[src/rtl/net_config_loader.sv]
// net_config_loader: streams per-channel network config from memory at boot.
// Optional checksum validation is enabled by defining NET_CONFIG_CHECKSUM_EN.
module net_config_loader #(
  parameter int          NUM_CH       = 8,
  parameter int          ADDR_W       = 10,
  parameter int          BASE_ADDR    = 0,
  parameter int          RD_LATENCY   = 2,
  parameter logic [31:0] DEF_IP_BASE  = 32'h0a0300ff,
  parameter logic [31:0] DEF_MASK     = 32'hff000000,
  parameter logic [31:0] DEF_GW       = 32'h0a000001,
  parameter logic [31:0] DEF_TARGET   = 32'h0a000001,
  parameter logic [47:0] DEF_MAC_BASE = 48'h001b1affff00
) (
  input  logic                  clk,
  input  logic                  reset_n,
  input  logic                  reload_i,
  output logic                  mem_en_o,
  output logic [ADDR_W-1:0]     mem_addr_o,
  input  logic [31:0]           mem_rdata_i,
  output logic [32*NUM_CH-1:0]  cfg_ip_o,
  output logic [32*NUM_CH-1:0]  cfg_mask_o,
  output logic [32*NUM_CH-1:0]  cfg_gw_o,
  output logic [32*NUM_CH-1:0]  cfg_target_o,
  output logic [48*NUM_CH-1:0]  cfg_mac_o,
  output logic                  busy_o,
  output logic                  done_o,
  output logic [NUM_CH-1:0]     err_o
);

  localparam int CH_W  = (NUM_CH > 1) ? $clog2(NUM_CH) : 1;
  localparam int IDX_W = CH_W + 3;
  localparam logic [IDX_W-1:0] LAST = IDX_W'(8 * NUM_CH - 1);

  typedef enum logic [1:0] {IDLE, ISSUE, DRAIN} state_t;

  state_t           state;
  state_t           state_nxt;
  logic [IDX_W-1:0] idx;
  logic [IDX_W-1:0] idx_nxt;
  logic             pending;
  logic             enter_issue;

  logic [RD_LATENCY-1:0] pv;
  logic [IDX_W-1:0]      pidx [RD_LATENCY];

  logic             cap_v;
  logic             cap_last;
  logic [IDX_W-1:0] cap_idx;
  logic [CH_W-1:0]  cap_ch;
  logic [7:0]       wsel;
  logic [31:0]      d;
  logic             cs_ok;

  logic [31:0] ip_q   [NUM_CH];
  logic [31:0] mask_q [NUM_CH];
  logic [31:0] gw_q   [NUM_CH];
  logic [31:0] tgt_q  [NUM_CH];
  logic [47:0] mac_q  [NUM_CH];

  logic [31:0] stg_ip;
  logic [31:0] stg_mask;
  logic [31:0] stg_gw;
  logic [31:0] stg_tgt;
  logic [47:0] stg_mac;
  logic        done_q;

  function automatic logic [31:0] def_ip(int c);
    return DEF_IP_BASE + (32'(c) << 16);
  endfunction

  function automatic logic [47:0] def_mac(int c);
    return DEF_MAC_BASE + 48'(c);
  endfunction

  assign cap_v    = pv[RD_LATENCY-1];
  assign cap_idx  = pidx[RD_LATENCY-1];
  assign cap_ch   = cap_idx[IDX_W-1:3];
  assign wsel     = 8'b1 << cap_idx[2:0];
  assign cap_last = cap_v && (cap_idx == LAST);
  assign d        = mem_rdata_i;

  assign enter_issue = (state == IDLE) && pending;
  assign mem_en_o    = (state == ISSUE);
  assign mem_addr_o  = ADDR_W'(BASE_ADDR) + ADDR_W'(idx);
  assign busy_o      = (state != IDLE);
  assign done_o      = done_q;

  // FSM state, read index and the single-deep reload request flag.
  always_ff @(posedge clk or negedge reset_n) begin
    if (!reset_n) begin
      state   <= IDLE;
      idx     <= '0;
      pending <= 1'b1;
    end else begin
      state <= state_nxt;
      idx   <= idx_nxt;
      if (enter_issue)
        pending <= 1'b0;
      else if (reload_i)
        pending <= 1'b1;
    end
  end

  // Next state; the load ends on the edge its final word is captured.
  always_comb begin
    state_nxt = state;
    idx_nxt   = idx;
    unique case (state)
      IDLE: begin
        if (pending) begin
          state_nxt = ISSUE;
          idx_nxt   = '0;
        end
      end
      ISSUE: begin
        if (idx == LAST) begin
          state_nxt = cap_last ? IDLE : DRAIN;
          idx_nxt   = '0;
        end else begin
          idx_nxt = idx + 1'b1;
        end
      end
      DRAIN: begin
        if (cap_last)
          state_nxt = IDLE;
      end
      default: state_nxt = IDLE;
    endcase
  end

  // Tag pipeline: each issued read carries its index to the capture point.
  always_ff @(posedge clk or negedge reset_n) begin
    if (!reset_n) begin
      pv <= '0;
      for (int i = 0; i < RD_LATENCY; i++)
        pidx[i] <= '0;
    end else begin
      pv[0]   <= (state_nxt == ISSUE);
      pidx[0] <= idx_nxt;
      for (int i = 1; i < RD_LATENCY; i++) begin
        pv[i]   <= pv[i-1];
        pidx[i] <= pidx[i-1];
      end
    end
  end

  // Staging of returned words and per-channel commit on the last word.
  always_ff @(posedge clk or negedge reset_n) begin
    if (!reset_n) begin
      for (int c = 0; c < NUM_CH; c++) begin
        ip_q[c]   <= def_ip(c);
        mask_q[c] <= DEF_MASK;
        gw_q[c]   <= DEF_GW;
        tgt_q[c]  <= DEF_TARGET;
        mac_q[c]  <= def_mac(c);
      end
      stg_ip   <= '0;
      stg_mask <= '0;
      stg_gw   <= '0;
      stg_tgt  <= '0;
      stg_mac  <= '0;
      done_q   <= 1'b0;
    end else if (cap_v) begin
      unique case (1'b1)
        wsel[0]: begin
          stg_ip   <= (|d) ? d : ip_q[cap_ch];
          stg_mask <= mask_q[cap_ch];
          stg_gw   <= gw_q[cap_ch];
          stg_tgt  <= tgt_q[cap_ch];
          stg_mac  <= mac_q[cap_ch];
        end
        wsel[1]: if (|d) stg_mask <= d;
        wsel[2]: if (|d) stg_gw <= d;
        wsel[3]: if (|d) stg_tgt <= d;
        wsel[4]: if (|d) stg_mac[47:16] <= d;
        wsel[5]: if (|d[31:16]) stg_mac[15:0] <= d[31:16];
        wsel[6]: ;
        wsel[7]: begin
          if (cs_ok) begin
            ip_q[cap_ch]   <= stg_ip;
            mask_q[cap_ch] <= stg_mask;
            gw_q[cap_ch]   <= stg_gw;
            tgt_q[cap_ch]  <= stg_tgt;
            mac_q[cap_ch]  <= stg_mac;
          end
        end
        default: ;
      endcase
      if (cap_last)
        done_q <= 1'b1;
    end
  end

`ifdef NET_CONFIG_CHECKSUM_EN
  logic [31:0]       xr;
  logic [31:0]       cs;
  logic [NUM_CH-1:0] err_q;

  // Running XOR of raw w0..w5 and the stored checksum word w6.
  always_ff @(posedge clk or negedge reset_n) begin
    if (!reset_n) begin
      xr <= '0;
      cs <= '0;
    end else if (cap_v) begin
      if (wsel[0])
        xr <= d;
      else if (|wsel[5:1])
        xr <= xr ^ d;
      if (wsel[6])
        cs <= d;
    end
  end

  assign cs_ok = (xr == cs);

  // Error flags: cleared at each load start, set by a rejected commit.
  always_ff @(posedge clk or negedge reset_n) begin
    if (!reset_n)
      err_q <= '0;
    else if (enter_issue)
      err_q <= '0;
    else if (cap_v && wsel[7] && !cs_ok)
      err_q[cap_ch] <= 1'b1;
  end

  assign err_o = err_q;
`else
  assign cs_ok = 1'b1;
  assign err_o = '0;
`endif

  for (genvar c = 0; c < NUM_CH; c++) begin : g_pack
    assign cfg_ip_o[c*32 +: 32]     = ip_q[c];
    assign cfg_mask_o[c*32 +: 32]   = mask_q[c];
    assign cfg_gw_o[c*32 +: 32]     = gw_q[c];
    assign cfg_target_o[c*32 +: 32] = tgt_q[c];
    assign cfg_mac_o[c*48 +: 48]    = mac_q[c];
  end

endmodule

[config.mk]
export PLATFORM = sky130hd
export DESIGN_NAME = net_config_loader
export DESIGN_NICKNAME = d
export VERILOG_FILES = /design/src/rtl/net_config_loader.sv
export SDC_FILE = /design/constraint.sdc
export NUM_CORES = 2
export LEC_CHECK = 0
export ABC_CLOCK_PERIOD_IN_PS = 2400
export CAP_MARGIN = 25
export CORE_AREA = 4 4 570 572
export CTS_CLUSTER_DIAMETER = 80
export DETAILED_ROUTE_END_ITERATION = 10
export DIE_AREA = 0 0 574 576
export GPL_TIMING_DRIVEN = 1
export PLACE_DENSITY = 0.43
export RECOVER_POWER = 25
export SKIP_LAST_GASP = 1
export SLEW_MARGIN = 20
export SYNTH_ARGS = -nofsm -noshare
export SYNTH_HDL_FRONTEND = slang
export SYNTH_SLANG_ARGS = --single-unit
[constraint.sdc]
create_clock -name clk -period 2.4 [get_ports clk]
set_input_delay 0.24 -clock clk [delete_from_list [all_inputs] [get_ports clk]]
set_output_delay 0.24 -clock clk [all_outputs]
set_load 0.02 [all_outputs]
==> impl_metrics.env <==
export IMPL_antenna_found_initial=46
export IMPL_io_pins=1464
export IMPL_crit_type="flip-flop to flip-flop"
export IMPL_clock_sinks=1602
export IMPL_rrSetupSlack_ns=0.03
export IMPL_critPathBufInv=4
export IMPL_required_ns=3.12
export IMPL_clock_path_buffers=4
export IMPL_maxCapViolCount=11
export IMPL_first_iter_violations=4150
export IMPL_synth_most_common_cell="dfrtp_1"
export IMPL_p_per_area_nw_per_um2=1150
export IMPL_dieWidth_um=574
export IMPL_drt_pass1_iter_count=5
export IMPL_fin_crit_sh=0.988
export IMPL_synth_ff_type="dfrtp_1"
export IMPL_synth_edf_count=0
export IMPL_clk_pin_slew_ns=0.06
export IMPL_cts_tree="built"
export IMPL_vias_per_cell=4.79
export IMPL_synth_common_cells="dfrtp_1, mux2_2, mux2i_1, nand2_1, dfstp_2"
export IMPL_die_area_um2=331000
export IMPL_cts_max_level=4
export IMPL_wire_per_inst_um=34.8
export IMPL_cp_end_kind="flip-flop"
export IMPL_hold_path_class="primary input to flip-flop"
export IMPL_nets=7142
export IMPL_ys_seq_area_frac=0.560
export IMPL_p_leak_nw=43.6
export IMPL_cts_root_buf="clkbuf_16"
export IMPL_path_cells="buf_4 > inv_1 > buf_4 > or3_4 > buf_12 > mux2_2"
export IMPL_rows=208
export IMPL_grt_max_degree=88
export IMPL_final_max_slew_violation_count=559
export IMPL_grt_pass1_wl_mm=538
export IMPL_portBuffers=1451
export IMPL_vias=55100
export IMPL_max_slew_margin=-0.305
export IMPL_rsz0062_at_grt="yes"
export IMPL_place_ws_ns=-0.145
export IMPL_wirelength_mm=400
export IMPL_fin_util=0.316
export IMPL_fillers=32300
export IMPL_setup_viol=0
export IMPL_die_h_um=576
export IMPL_fmax_mhz=422
export IMPL_place_hpwl_mm=301
export IMPL_cp_slowest_stage_delay_ns=0.50
export IMPL_worst_pin_slew_ns=1.96
export IMPL_setup_ws_ns=0.0287
export IMPL_grtUsageTotal=0.233
export IMPL_stdcell_area_um2=101000
export IMPL_syn_area_per_cell_um2=13.3
export IMPL_path_max_fanout=87
export IMPL_synth_top_area_share=0.413
export IMPL_path_delay_family="buffers and inverters"
export IMPL_status="finished with violations"
export IMPL_synth_async_reset_ratio=1.00
export IMPL_start_kind="flip-flop"
export IMPL_grt_overflow=0
export IMPL_ys_ff_latch=1602
export IMPL_cts_buffers_inserted=197
export IMPL_drt_antenna_violating_nets=0
export IMPL_yosysTopAreaCell="dfrtp_1"
export IMPL_syn_inst=5469
export IMPL_remaining_drc_errors=0
export IMPL_slowest_stage="dfrtp_4"
export IMPL_grt_pass1_vias=56600
export IMPL_gp_congestion=0.860
export IMPL_crit_top_cell="buf_4"
export IMPL_ys_types=47
export IMPL_hold_viol=0
export IMPL_yosys_top_cells_area="dfrtp_1, mux2_2, dfstp_2"
export IMPL_insertion_delay_ns=0.88
export IMPL_min_period_ns=2.37
export IMPL_critical_path_arrival_ns=3.09
export IMPL_start_util=0.227
export IMPL_syn_area_um2=72500
export IMPL_postPlaceCellArea_um2=94800
export IMPL_fin_skew_ns=0.0514
export IMPL_core_area_um2=320000
export IMPL_vdd_ir_drop_worst_v=0.000580
export IMPL_drive_gt1_frac=0.324
export IMPL_syn2layout_area_growth_pct=39.5
export IMPL_ys_warn_count=0
export IMPL_violations="max-capacitance violations, max-slew violations"
-- cells in the final DEF, fill, tap and decap left out, drive strengths merged, types with 12 or more instances in the layout --
| cell type | n |
|---|---|
| mux2 | 1073 |
| diode | 33 |
| conb | 12 |
| dfstp | 404 |
| clkinv | 34 |
| o31ai | 128 |
| dfrtp | 1198 |
| nand2 | 422 |
| o22ai | 192 |
| a31oi | 37 |
| bufinv | 12 |
| o21ai | 388 |
| nor2 | 56 |
| dlygate4sd2 | 283 |
| nor2b | 33 |
| mux4 | 94 |
| o22a | 66 |
| a21oi | 50 |
| a2111oi | 32 |
| clkdlybuf4s50 | 1104 |
| buf | 415 |
| clkbuf | 335 |
| nand2b | 104 |
| mux2i | 628 |
| inv | 108 |
-- through the flow --
step                      total power, mW  hold slack (ns)  cells  setup TNS [ns]
after floorplan                      61.5          -0.0556   5480               0
after global placement               86.4            0.173  11100           -5.87
after detailed placement             86.7            0.179  11100           -5.99
after CTS                             118          0.00320  11500         -0.0474
after global routing                  121           0.0258  11500          -0.149
final                                 116           0.0719  11500               0
-- state kept, by name, summed over array words and instances (netlist names), 6 cells and up --
name / flops
stg_gw: 32
stg_tgt: 32
stg_ip: 32
pidx: 6
cfg_target_o: 256
stg_mac: 48
stg_mask: 32
cfg_mask_o: 256
cfg_gw_o: 256
cap_idx: 6
cfg_ip_o: 256
cfg_mac_o: 384
-- final cells by class --
type,count,area (um2),area share
sequential,1602,40600,0.402
multi-input combinational,3356,29400,0.291
clock inverter,56,746,0.00737
antenna,33,82.6,0.000816
tap,4200,5260,0.0519
timing repair buffer,1849,18700,0.185
inverter,100,375,0.00371
clock buffer,307,5940,0.0587
-- what timing repair did --
| action | in CTS | in global routing |
|---|---|---|
| endpoints found under the hold margin | 1006 | 0 |
| endpoints found under the setup margin | 304 | 18 |
| buffers inserted | 0 | 7 |
| hold buffers | 8 | 0 |
| gates resized for setup | 313 | 15 |
| pin swaps | 0 | 0 |
-- where the power goes --
part	internal, mW	leakage [nW]	switching, mW	total [mW]
sequential	33.5	20.5	7.92	41.4
combinational	19.0	19.8	24.8	43.8
clock	18.4	3.29	12.8	31.1
total	70.9	43.6	45.4	116
-- routing by layer --
layer	track usage	vias up	wire length (um)
li1	-	23200	-
met1	0.299	29200	167000
met2	0.377	2132	186000
met3	0.0649	450	31000
met4	0.0842	6	16000
met5	0	-	35
-- worst register-to-register path, cell delays in order (launching register included) --
cell	delay (ns)
dfrtp_4	0.50
buf_4	0.15
inv_1	0.08
buf_4	0.16
or3_4	0.44
buf_12	0.21
mux2_2	0.69
-- cells by family after synthesis --
group | synth area share
XOR/XNOR | 0.000242
AND/OR/NAND/NOR | 0.0397
multiplexers | 0.287
buffers and inverters | 0.0373
other | 0.0000517
AO/OA/AOI/OAI | 0.0762
adder cells (fa/ha/maj) | 0.000172
flip-flops | 0.560
-- path summary, 6_finish.rpt --
check	from	endpoint	cells past startpoint
max	cap_idx[3]	cfg_ip_o[232]	6
min	mem_rdata_i[26]	stg_ip[26]	4
max reg2reg	cap_idx[3]	cfg_ip_o[232]	6
min reg2reg	pv[0]	pv[1]	0
max in group asynchronous	reset_n	cfg_ip_o[102]	4
min in group asynchronous	reset_n	cfg_mac_o[290]	2
(Power assumes the default switching activity.)
